[src/rtl/cpu_types_pkg.sv]
// Shared CPU types: data word, opcodes, data-memory FSM state and access kind.
package cpu_types_pkg;

    localparam int unsigned WORD_W = 32;

    typedef logic [WORD_W-1:0] word_t;

    typedef enum logic [5:0] {
        RTYPE = 6'h00,
        J     = 6'h02,
        JAL   = 6'h03,
        BEQ   = 6'h04,
        BNE   = 6'h05,
        ADDI  = 6'h08,
        LW    = 6'h23,
        SW    = 6'h2B,
        LL    = 6'h30,
        SC    = 6'h38,
        HALT  = 6'h3F
    } opcode_t;

    typedef enum logic [1:0] {
        IDLE = 2'd0,
        REQ  = 2'd1,
        DONE = 2'd2
    } dmem_state_t;

    typedef enum logic [1:0] {
        ACC_LOAD  = 2'd0,
        ACC_STORE = 2'd1,
        ACC_LL    = 2'd2,
        ACC_SC    = 2'd3
    } acc_kind_t;

    // Classify a request; any write request is a store, even if a read is also raised.
    function automatic acc_kind_t decode_kind(input logic wen, input logic ll, input logic sc);
        if (wen) begin
            return sc ? ACC_SC : ACC_STORE;
        end
        return ll ? ACC_LL : ACC_LOAD;
    endfunction

endpackage

[src/rtl/ll_link_reg.sv]
// Load-linked reservation: valid bit plus linked address, with SC match check.
module ll_link_reg
    import cpu_types_pkg::*;
(
    input  logic  clk_i,
    input  logic  rst_i,
    input  logic  set_i,        // LL completed
    input  word_t set_addr_i,
    input  logic  clr_i,        // SC completed (pass or fail)
    input  logic  st_i,         // local plain store completed
    input  word_t st_addr_i,
    input  logic  inv_i,        // external invalidate
    input  word_t inv_addr_i,
    input  word_t chk_addr_i,   // SC address under test
    output logic  match_o
);

    logic  linkvalid_q;
    word_t linkaddr_q;

    // A new link always beats any same-edge clear so an LL is never lost.
    always_ff @(posedge clk_i) begin
        if (rst_i) begin
            linkvalid_q <= 1'b0;
            linkaddr_q  <= '0;
        end else if (set_i) begin
            linkvalid_q <= 1'b1;
            linkaddr_q  <= set_addr_i;
        end else if (clr_i
                     || (st_i  && (st_addr_i  == linkaddr_q))
                     || (inv_i && (inv_addr_i == linkaddr_q))) begin
            linkvalid_q <= 1'b0;
        end
    end

    assign match_o = linkvalid_q && (linkaddr_q == chk_addr_i);

endmodule

[src/rtl/dmem_access.sv]
// MEM-stage data-memory sequencer: one cache access at a time, LL/SC aware.
module dmem_access
    import cpu_types_pkg::*;
(
    input  logic  CLK,
    input  logic  RST,
    input  logic  memREN,
    input  logic  memWEN,
    input  logic  isLL,
    input  logic  isSC,
    input  word_t addr,
    input  word_t storedata,
    input  logic  flush,
    output logic  dREN,
    output logic  dWEN,
    output word_t daddr,
    output word_t dstore,
    input  logic  dhit,
    input  word_t dload,
    input  logic  linkinv,
    input  word_t linkinvaddr,
    output word_t dmemloadIN,
    output logic  stall,
    output logic  done
);

    dmem_state_t state_q;
    acc_kind_t   kind_q;
    word_t       addr_q;
    word_t       data_q;
    word_t       load_q;
    logic        flushed_q;
    logic        dren_q;
    logic        dwen_q;

    logic        accept_c;
    acc_kind_t   new_kind_c;
    logic        link_match_c;
    logic        sc_fail_c;
    logic        complete_c;

    assign accept_c     = (state_q == IDLE) && (memREN || memWEN) && !flush;
    assign new_kind_c   = decode_kind(memWEN, isLL, isSC);
    assign sc_fail_c    = accept_c && (new_kind_c == ACC_SC) && !link_match_c;
    assign complete_c   = (state_q == REQ) && dhit;

    ll_link_reg u_link (
        .clk_i      (CLK),
        .rst_i      (RST),
        .set_i      (complete_c && (kind_q == ACC_LL)),
        .set_addr_i (addr_q),
        .clr_i      (sc_fail_c || (complete_c && (kind_q == ACC_SC))),
        .st_i       (complete_c && (kind_q == ACC_STORE)),
        .st_addr_i  (addr_q),
        .inv_i      (linkinv),
        .inv_addr_i (linkinvaddr),
        .chk_addr_i (addr),
        .match_o    (link_match_c)
    );

    // Access FSM; bus strobes are registered so dhit never reaches dREN/dWEN combinationally.
    always_ff @(posedge CLK) begin
        if (RST) begin
            state_q   <= IDLE;
            kind_q    <= ACC_LOAD;
            addr_q    <= '0;
            data_q    <= '0;
            load_q    <= '0;
            flushed_q <= 1'b0;
            dren_q    <= 1'b0;
            dwen_q    <= 1'b0;
        end else begin
            case (state_q)
                IDLE: begin
                    if (accept_c) begin
                        addr_q    <= addr;
                        data_q    <= storedata;
                        kind_q    <= new_kind_c;
                        flushed_q <= 1'b0;
                        if (sc_fail_c) begin
                            // Reservation already lost: answer 0 without touching the cache.
                            load_q  <= '0;
                            state_q <= DONE;
                        end else begin
                            dren_q  <= (new_kind_c == ACC_LOAD) || (new_kind_c == ACC_LL);
                            dwen_q  <= (new_kind_c == ACC_STORE) || (new_kind_c == ACC_SC);
                            state_q <= REQ;
                        end
                    end
                end
                REQ: begin
                    // A flush cannot abandon the bus transaction; it only kills the done pulse.
                    if (flush) begin
                        flushed_q <= 1'b1;
                    end
                    if (dhit) begin
                        dren_q <= 1'b0;
                        dwen_q <= 1'b0;
                        case (kind_q)
                            ACC_LOAD, ACC_LL: load_q <= dload;
                            ACC_SC:           load_q <= WORD_W'(1);
                            default:          load_q <= load_q;
                        endcase
                        state_q <= (flushed_q || flush) ? IDLE : DONE;
                    end
                end
                DONE: begin
                    state_q <= IDLE;
                end
                default: begin
                    state_q <= IDLE;
                end
            endcase
        end
    end

    assign dREN       = dren_q;
    assign dWEN       = dwen_q;
    assign daddr      = addr_q;
    assign dstore     = data_q;
    assign dmemloadIN = load_q;
    // The acceptance cycle must freeze the pipeline too, hence the input term.
    assign stall      = accept_c || (state_q == REQ);
    assign done       = (state_q == DONE) && !flush;

endmodule

[config.mk]
export PLATFORM = sky130hd
export DESIGN_NAME = dmem_access
export DESIGN_NICKNAME = d
export VERILOG_FILES = /design/src/rtl/cpu_types_pkg.sv /design/src/rtl/ll_link_reg.sv /design/src/rtl/dmem_access.sv
export SDC_FILE = /design/constraint.sdc
export NUM_CORES = 1
export LEC_CHECK = 0
export ABC_AREA = 1
export BUFFER_PORTS_ARGS = -buffer_cell sky130_fd_sc_hd__buf_2
export CAP_MARGIN = 10
export CORE_ASPECT_RATIO = 0.7
export CORE_MARGIN = 1
export CORE_UTILIZATION = 40
export CTS_BUF_LIST = sky130_fd_sc_hd__clkbuf_8
export DETAILED_ROUTE_END_ITERATION = 16
export MAX_ROUTING_LAYER = met4
export PLACE_DENSITY_LB_ADDON = 0.3
export SETUP_SLACK_MARGIN = 0.2
export SLEW_MARGIN = 20
export SYNTH_ARGS = -nofsm -noshare
export SYNTH_HDL_FRONTEND = slang
export SYNTH_SLANG_ARGS = --single-unit
[constraint.sdc]
create_clock -name CLK -period 2.18 [get_ports CLK]
set_input_delay 0.109 -clock CLK [delete_from_list [all_inputs] [get_ports CLK]]
set_output_delay 0.109 -clock CLK [all_outputs]
set_load 0.02 [all_outputs]
# After elaboration in Yosys (flattened, before gate mapping)
# Cells that the tools add are included.
[word_totals]
out_inout_bits = 100
elab_cells = 87
register_bits = 136
[op_classes]
mux = 27
eq_ne = 17
n_reduce_logical = 33
[ops]
columns = ["cell", "n"]
rows = [
  ["$pmux W32 S2", 2],
  ["$eq A32 B32 Y1", 3],
  ["$mux W32", 3],
  ["$mux W2", 8],
  ["$logic_and A1 B1 Y1", 12],
  ["$eq A2 B2 Y1 const B", 5],
  ["$mux W1", 10],
  ["$ne A2 B2 Y1 const B", 5],
  ["$logic_or A1 B1 Y1", 8],
  ["$eq A2 B1 Y1 const B", 3],
  ["$logic_not A2 Y1", 3],
  ["$pmux W1 S2", 3],
  ["$reduce_and A5 Y1", 1],
  ["$pmux W2 S2", 1],
  ["$reduce_and A2 Y1", 2],
  ["$reduce_and A4 Y1", 1],
  ["$reduce_bool A2 Y1", 2],
  ["$ne A3 B1 Y1 const B", 1],
  ["$reduce_and A3 Y1", 1],
  ["$logic_not A1 Y1", 2],
  ["$reduce_or A2 Y1", 1],
]

# Longest topological paths before layout
[depth]
ltp_word = 11
ltp_mapped = 16
mapped_depth_nobuf = 15

# Cells and area by module
# A second synthesis with hierarchy kept.
[unflattened]
hier_cells = 1044
area_unflattened_um2 = 6854.1
[by_module_without_submodules]
columns = ["module", "cells_per_inst", "instances", "seq_area_each_um2", "area_per_inst_um2"]
rows = [
  ["dmem_access", 622, 1, 2062.0, 4276.6],
  ["ll_link_reg", 422, 1, 660.6, 2577.5],
]

# Worst setup path before layout
# No wires, ideal clock.
[synth_timing]
path_kind = "reg2reg"
startpoint = "register state_q[0]"
endpoint = "register load_q[10], in the netlist dmemloadIN[10]"
t_required_ns = 2.067
path_slack_ns = 0.510
t_arrival_ns = 1.557
setup_ns = 0.113
stages_incl_launch_ff = 11
period_less_slack_ns = 1.670
path_cell_list = "dfxtp_1 inv_2 nor2_4 inv_2 nand2_1 nand2_1 a21oi_4 nand2_1 buf_4 nor2_1 nor2_1"
[synth_between]
elab_chain_len = 7
elab_cells_between_ends = 13
cone_classes = "5 x eq/ne; 1 x mux; 7 x reduce/logical"
[synth_rtl]
columns = ["element", "line", "rtl"]
rows = [
  ["start, declared", "dmem_access.sv:27", "dmem_state_t state_q;"],
  ["start signal, assigned", "dmem_access.sv:104", "state_q <= (flushed_q || flush) ? IDLE : DONE;"],
  ["$logic_not A2 Y1", "dmem_access.sv:42, dmem_access.sv:73", ""],
  ["$logic_and A1 B1 Y1 (2 in a row)", "dmem_access.sv:42", "assign accept_c = (state_q == IDLE) && (memREN || memWEN) && !flush;"],
  ["$logic_and A1 B1 Y1 (2 in a row)", "dmem_access.sv:44", "assign sc_fail_c = accept_c && (new_kind_c == ACC_SC) && !link_match_c;"],
  ["$ne A2 B2 Y1 (no line)", "n/a", ""],
  ["$reduce_and A5 Y1 (no line)", "n/a", ""],
  ["end signal, assigned", "dmem_access.sv:100", "ACC_LOAD, ACC_LL: load_q <= dload;"],
  ["end signal, assigned", "dmem_access.sv:102", "default: load_q <= load_q;"],
  ["end, declared", "dmem_access.sv:31", "word_t load_q;"],
]
# Parallel ways exist; a longest one is shown, timed or not.
# A chain may end at the register's enable or synchronous reset.

# Worst setup path after layout
[layout_timing]
startpoint = "register u_link.linkaddr_q[16]"
endpoint = "register load_q[25], in the netlist dmemloadIN[25]"
[layout_between]
elab_chain_len = 6
[layout_rtl]
columns = ["element", "line", "rtl"]
rows = [
  ["start, declared", "ll_link_reg.sv:19", "word_t linkaddr_q;"],
  ["start signal, assigned", "ll_link_reg.sv:28", "linkaddr_q <= set_addr_i;"],
  ["$eq A32 B32 Y1", "ll_link_reg.sv:36", "assign match_o = linkvalid_q && (linkaddr_q == chk_addr_i);"],
  ["$logic_and A1 B1 Y1", "ll_link_reg.sv:36", ""],
  ["$logic_not A1 Y1", "dmem_access.sv:44", ""],
  ["$logic_and A1 B1 Y1", "dmem_access.sv:44", ""],
  ["$ne A2 B2 Y1 (no line)", "n/a", ""],
  ["$reduce_and A5 Y1 (no line)", "n/a", ""],
]
# Every way passes these cells.

==> metrics <==
status=finished clean; FF+latch count, synth=136; synth warn=0; Final Cell Area=9130 sq um; 1st-pass router iterations=6; Seq pwr share=43.2%; Crit Path Max Fanout=13; Max Root-Sink Buffers=2; critical path data arrival time=2.19 ns; switching pwr=2040 uW; share of layout cells above drive strength 1=25.4%; Fin Setup TNS=0 ns; largest area contributor in the netlist=dfxtp_1; WL/cell=15.1 um; DR iter-0 viols=611; Pins Over Slew Limit=0; Comb power frac=22.4%; Initial Util=41.5%; syn_area_per_cell=6.62 sq um; clock share of power=34.3%; sequential-to-total area share from yosys stat=41.8%; post-route ant nets=0; Die Y=109 um; final cell count without fillers=1486; total power=6380 uW; WS Path Type=reg -> reg; port bufs=236; ys flop type=dfxtp_1; area post-placement=7860 sq um; P per Cell Area=698 nW/um^2; Worst-path clk slew=0.09 ns; most common cell in the netlist=nand2_1; Async SR Flop Fraction=0%; fmax=538 MHz; GPL Wtd Cong=0.932; Worst-Margin Slew=0.797 ns; Core Box Area=15700 sq um; standard-cell row count=38; Yosys top cell area share=41.8%; fin crit period=1.86 ns; Die Footprint=16800 sq um; vias in the first global route=6442; HP Class=in -> reg; chip width=154 um; GRT Total Usage=26.3%; max capacitance violation total=0; DR DRC count=0; HPWL Detailed=15200 um; CTS root buffer=clkbuf_8; Post-synth top cells=nand2_1 (263), dfxtp_1 (136), a21oi_1 (129); instance count of the mapped netlist=983; Net count, final=1409; clock sinks=136; Hold Fails Final Rpt=0; Lkg Pwr=0.00435 uW; vias per inst=5.00; synthesized cell area=6510 sq um; largest net degree at the start of global routing=64; top post-synthesis cells by area=dfxtp_1 (42%), nand2_1 (15%), a21oi_1 (9.9%); Worst Hold Margin=0.0211 ns; Fillers=1507; initial antenna violation count=1; final WL=22400 um; switching share of total power=32.0%; Setup Viol. Count Final=0; Int Power=4330 uW; clk_skew=0.0181 ns; global-route wire length before repair=33300 um; share of the clock period used by the worst path=85.2%; total CTS buffers=17; GRT overflow=0; IO Count=237; dpl cells=1380; synthesis-to-finish area growth=40.3%; peak supply drop=0.398 mV; Setup crit start kind=flop; worst slew margin relative to its limit=46.7%; EDFF count, synth=0; CTS tree=built; H-tree depth=4; RSZ-0062 raised after global routing=false; endpoint class of the critical path=flop; syn_nets=1120; clock latency on the worst-skew pair=0.44 ns; Distinct cells, synth=28; via count=7429; critical path data required time=2.51 ns
layout make-up:
class | count | area (sq um) | share of cell area (%)
Inverter | 102 | 383 | 4.19
Tap cell | 200 | 250 | 2.74
Clock buffer | 20 | 275 | 3.01
Timing Repair Buffer | 322 | 2100 | 23.0
Sequential cell | 136 | 2740 | 30.0
Multi-Input combinational cell | 693 | 3240 | 35.5
Clock inverter | 12 | 140 | 1.53
Antenna cell | 1 | 2.50 | 0.0274
registers in the layout, summed over array words and instances, names as in the netlist:
name / flops
dmemloadIN: 32
u_link.linkaddr_q: 32
state_q: 2
u_link.linkvalid_q: 1
dREN: 1
daddr: 32
dstore: 32
kind_q: 2
dWEN: 1
flushed_q: 1
metrics by stage:
stage	setup slack, ns	utilization [%]
after CTS	0.232	56.8
after floorplan	0.510	-
after detailed placement	0.179	50.1
after global placement	0.221	50.1
after global routing	0.191	58.2
final	0.322	58.2
path summary, 6_finish.rpt:
kind	to	slack, ns	depth (start not counted)	start
worst min-delay path	state_q[1]	0.02	4	flush
worst min register to register	dstore[9]	0.47	2	dstore[9]
worst max register to register	dmemloadIN[25]	0.32	12	u_link.linkaddr_q[16]
worst max-delay path	dmemloadIN[25]	0.32	12	u_link.linkaddr_q[16]
power by group through the flow:
stage | Combinational [uW] | Clock (uW) | Sequential (uW)
after detailed placement | 1230 | 0 | 2810
after global routing | 1570 | 2320 | 2780
after CTS | 1320 | 2220 | 2750
after global placement | 1220 | 0 | 2810
after floorplan | 593 | 0 | 2970
final | 1430 | 2190 | 2760
placed cells by master (no fill, tap or decap), drive strengths merged, types with 15 or more instances in the layout:
| cell type | Yosys | routed |
|---|---|---|
| buf | 15 | 255 |
| a21oi | 130 | 130 |
| xnor2 | 15 | 15 |
| o21ai | 80 | 80 |
| nand3 | 63 | 63 |
| dfxtp | 136 | 136 |
| nor2 | 93 | 93 |
| inv | 102 | 105 |
| clkbuf | 37 | 24 |
| dlygate4sd3 | 0 | 63 |
| nand2 | 265 | 265 |
kinds of logic after synthesis:
logic type                after synthesis  synth area share [%]
and+or+nand+nor                       444                  27.8
AOI/OAI and AO/OA                     224                  17.9
buffers and inverters                 154                  9.15
DFF                                   136                  41.8
xor gates and xnor gates               25                  3.36
layer usage:
metal	GRT usage [%]	wire length, um	vias up
li1	-	-	3746
met1	37.4	10700	3327
met2	38.2	9290	335
met3	5.21	2130	21
met4	6.36	240	0
met5	-	0	-
critical path, cell delays in order (launching register included):
cell and delay [ns]:
dfxtp_2 0.37, inv_1 0.07, nand2_1 0.06, nand2_1 0.05, nor2_2 0.14, nand4_1 0.15, nor2_1 0.13, nand3_1 0.11
nand2_2 0.17, nand2_8 0.12, clkbuf_16 0.20, a21oi_1 0.12, nor2_1 0.06
repair_timing:
action,in CTS,in global routing
gates resized for setup,1,32
hold buffers,63,0
pin swaps,0,8
buffers inserted,0,4
endpoints found under the setup margin,20,32
endpoints found under the hold margin,63,0
gates cloned,0,6
Power figures use the tool's default switching activity.
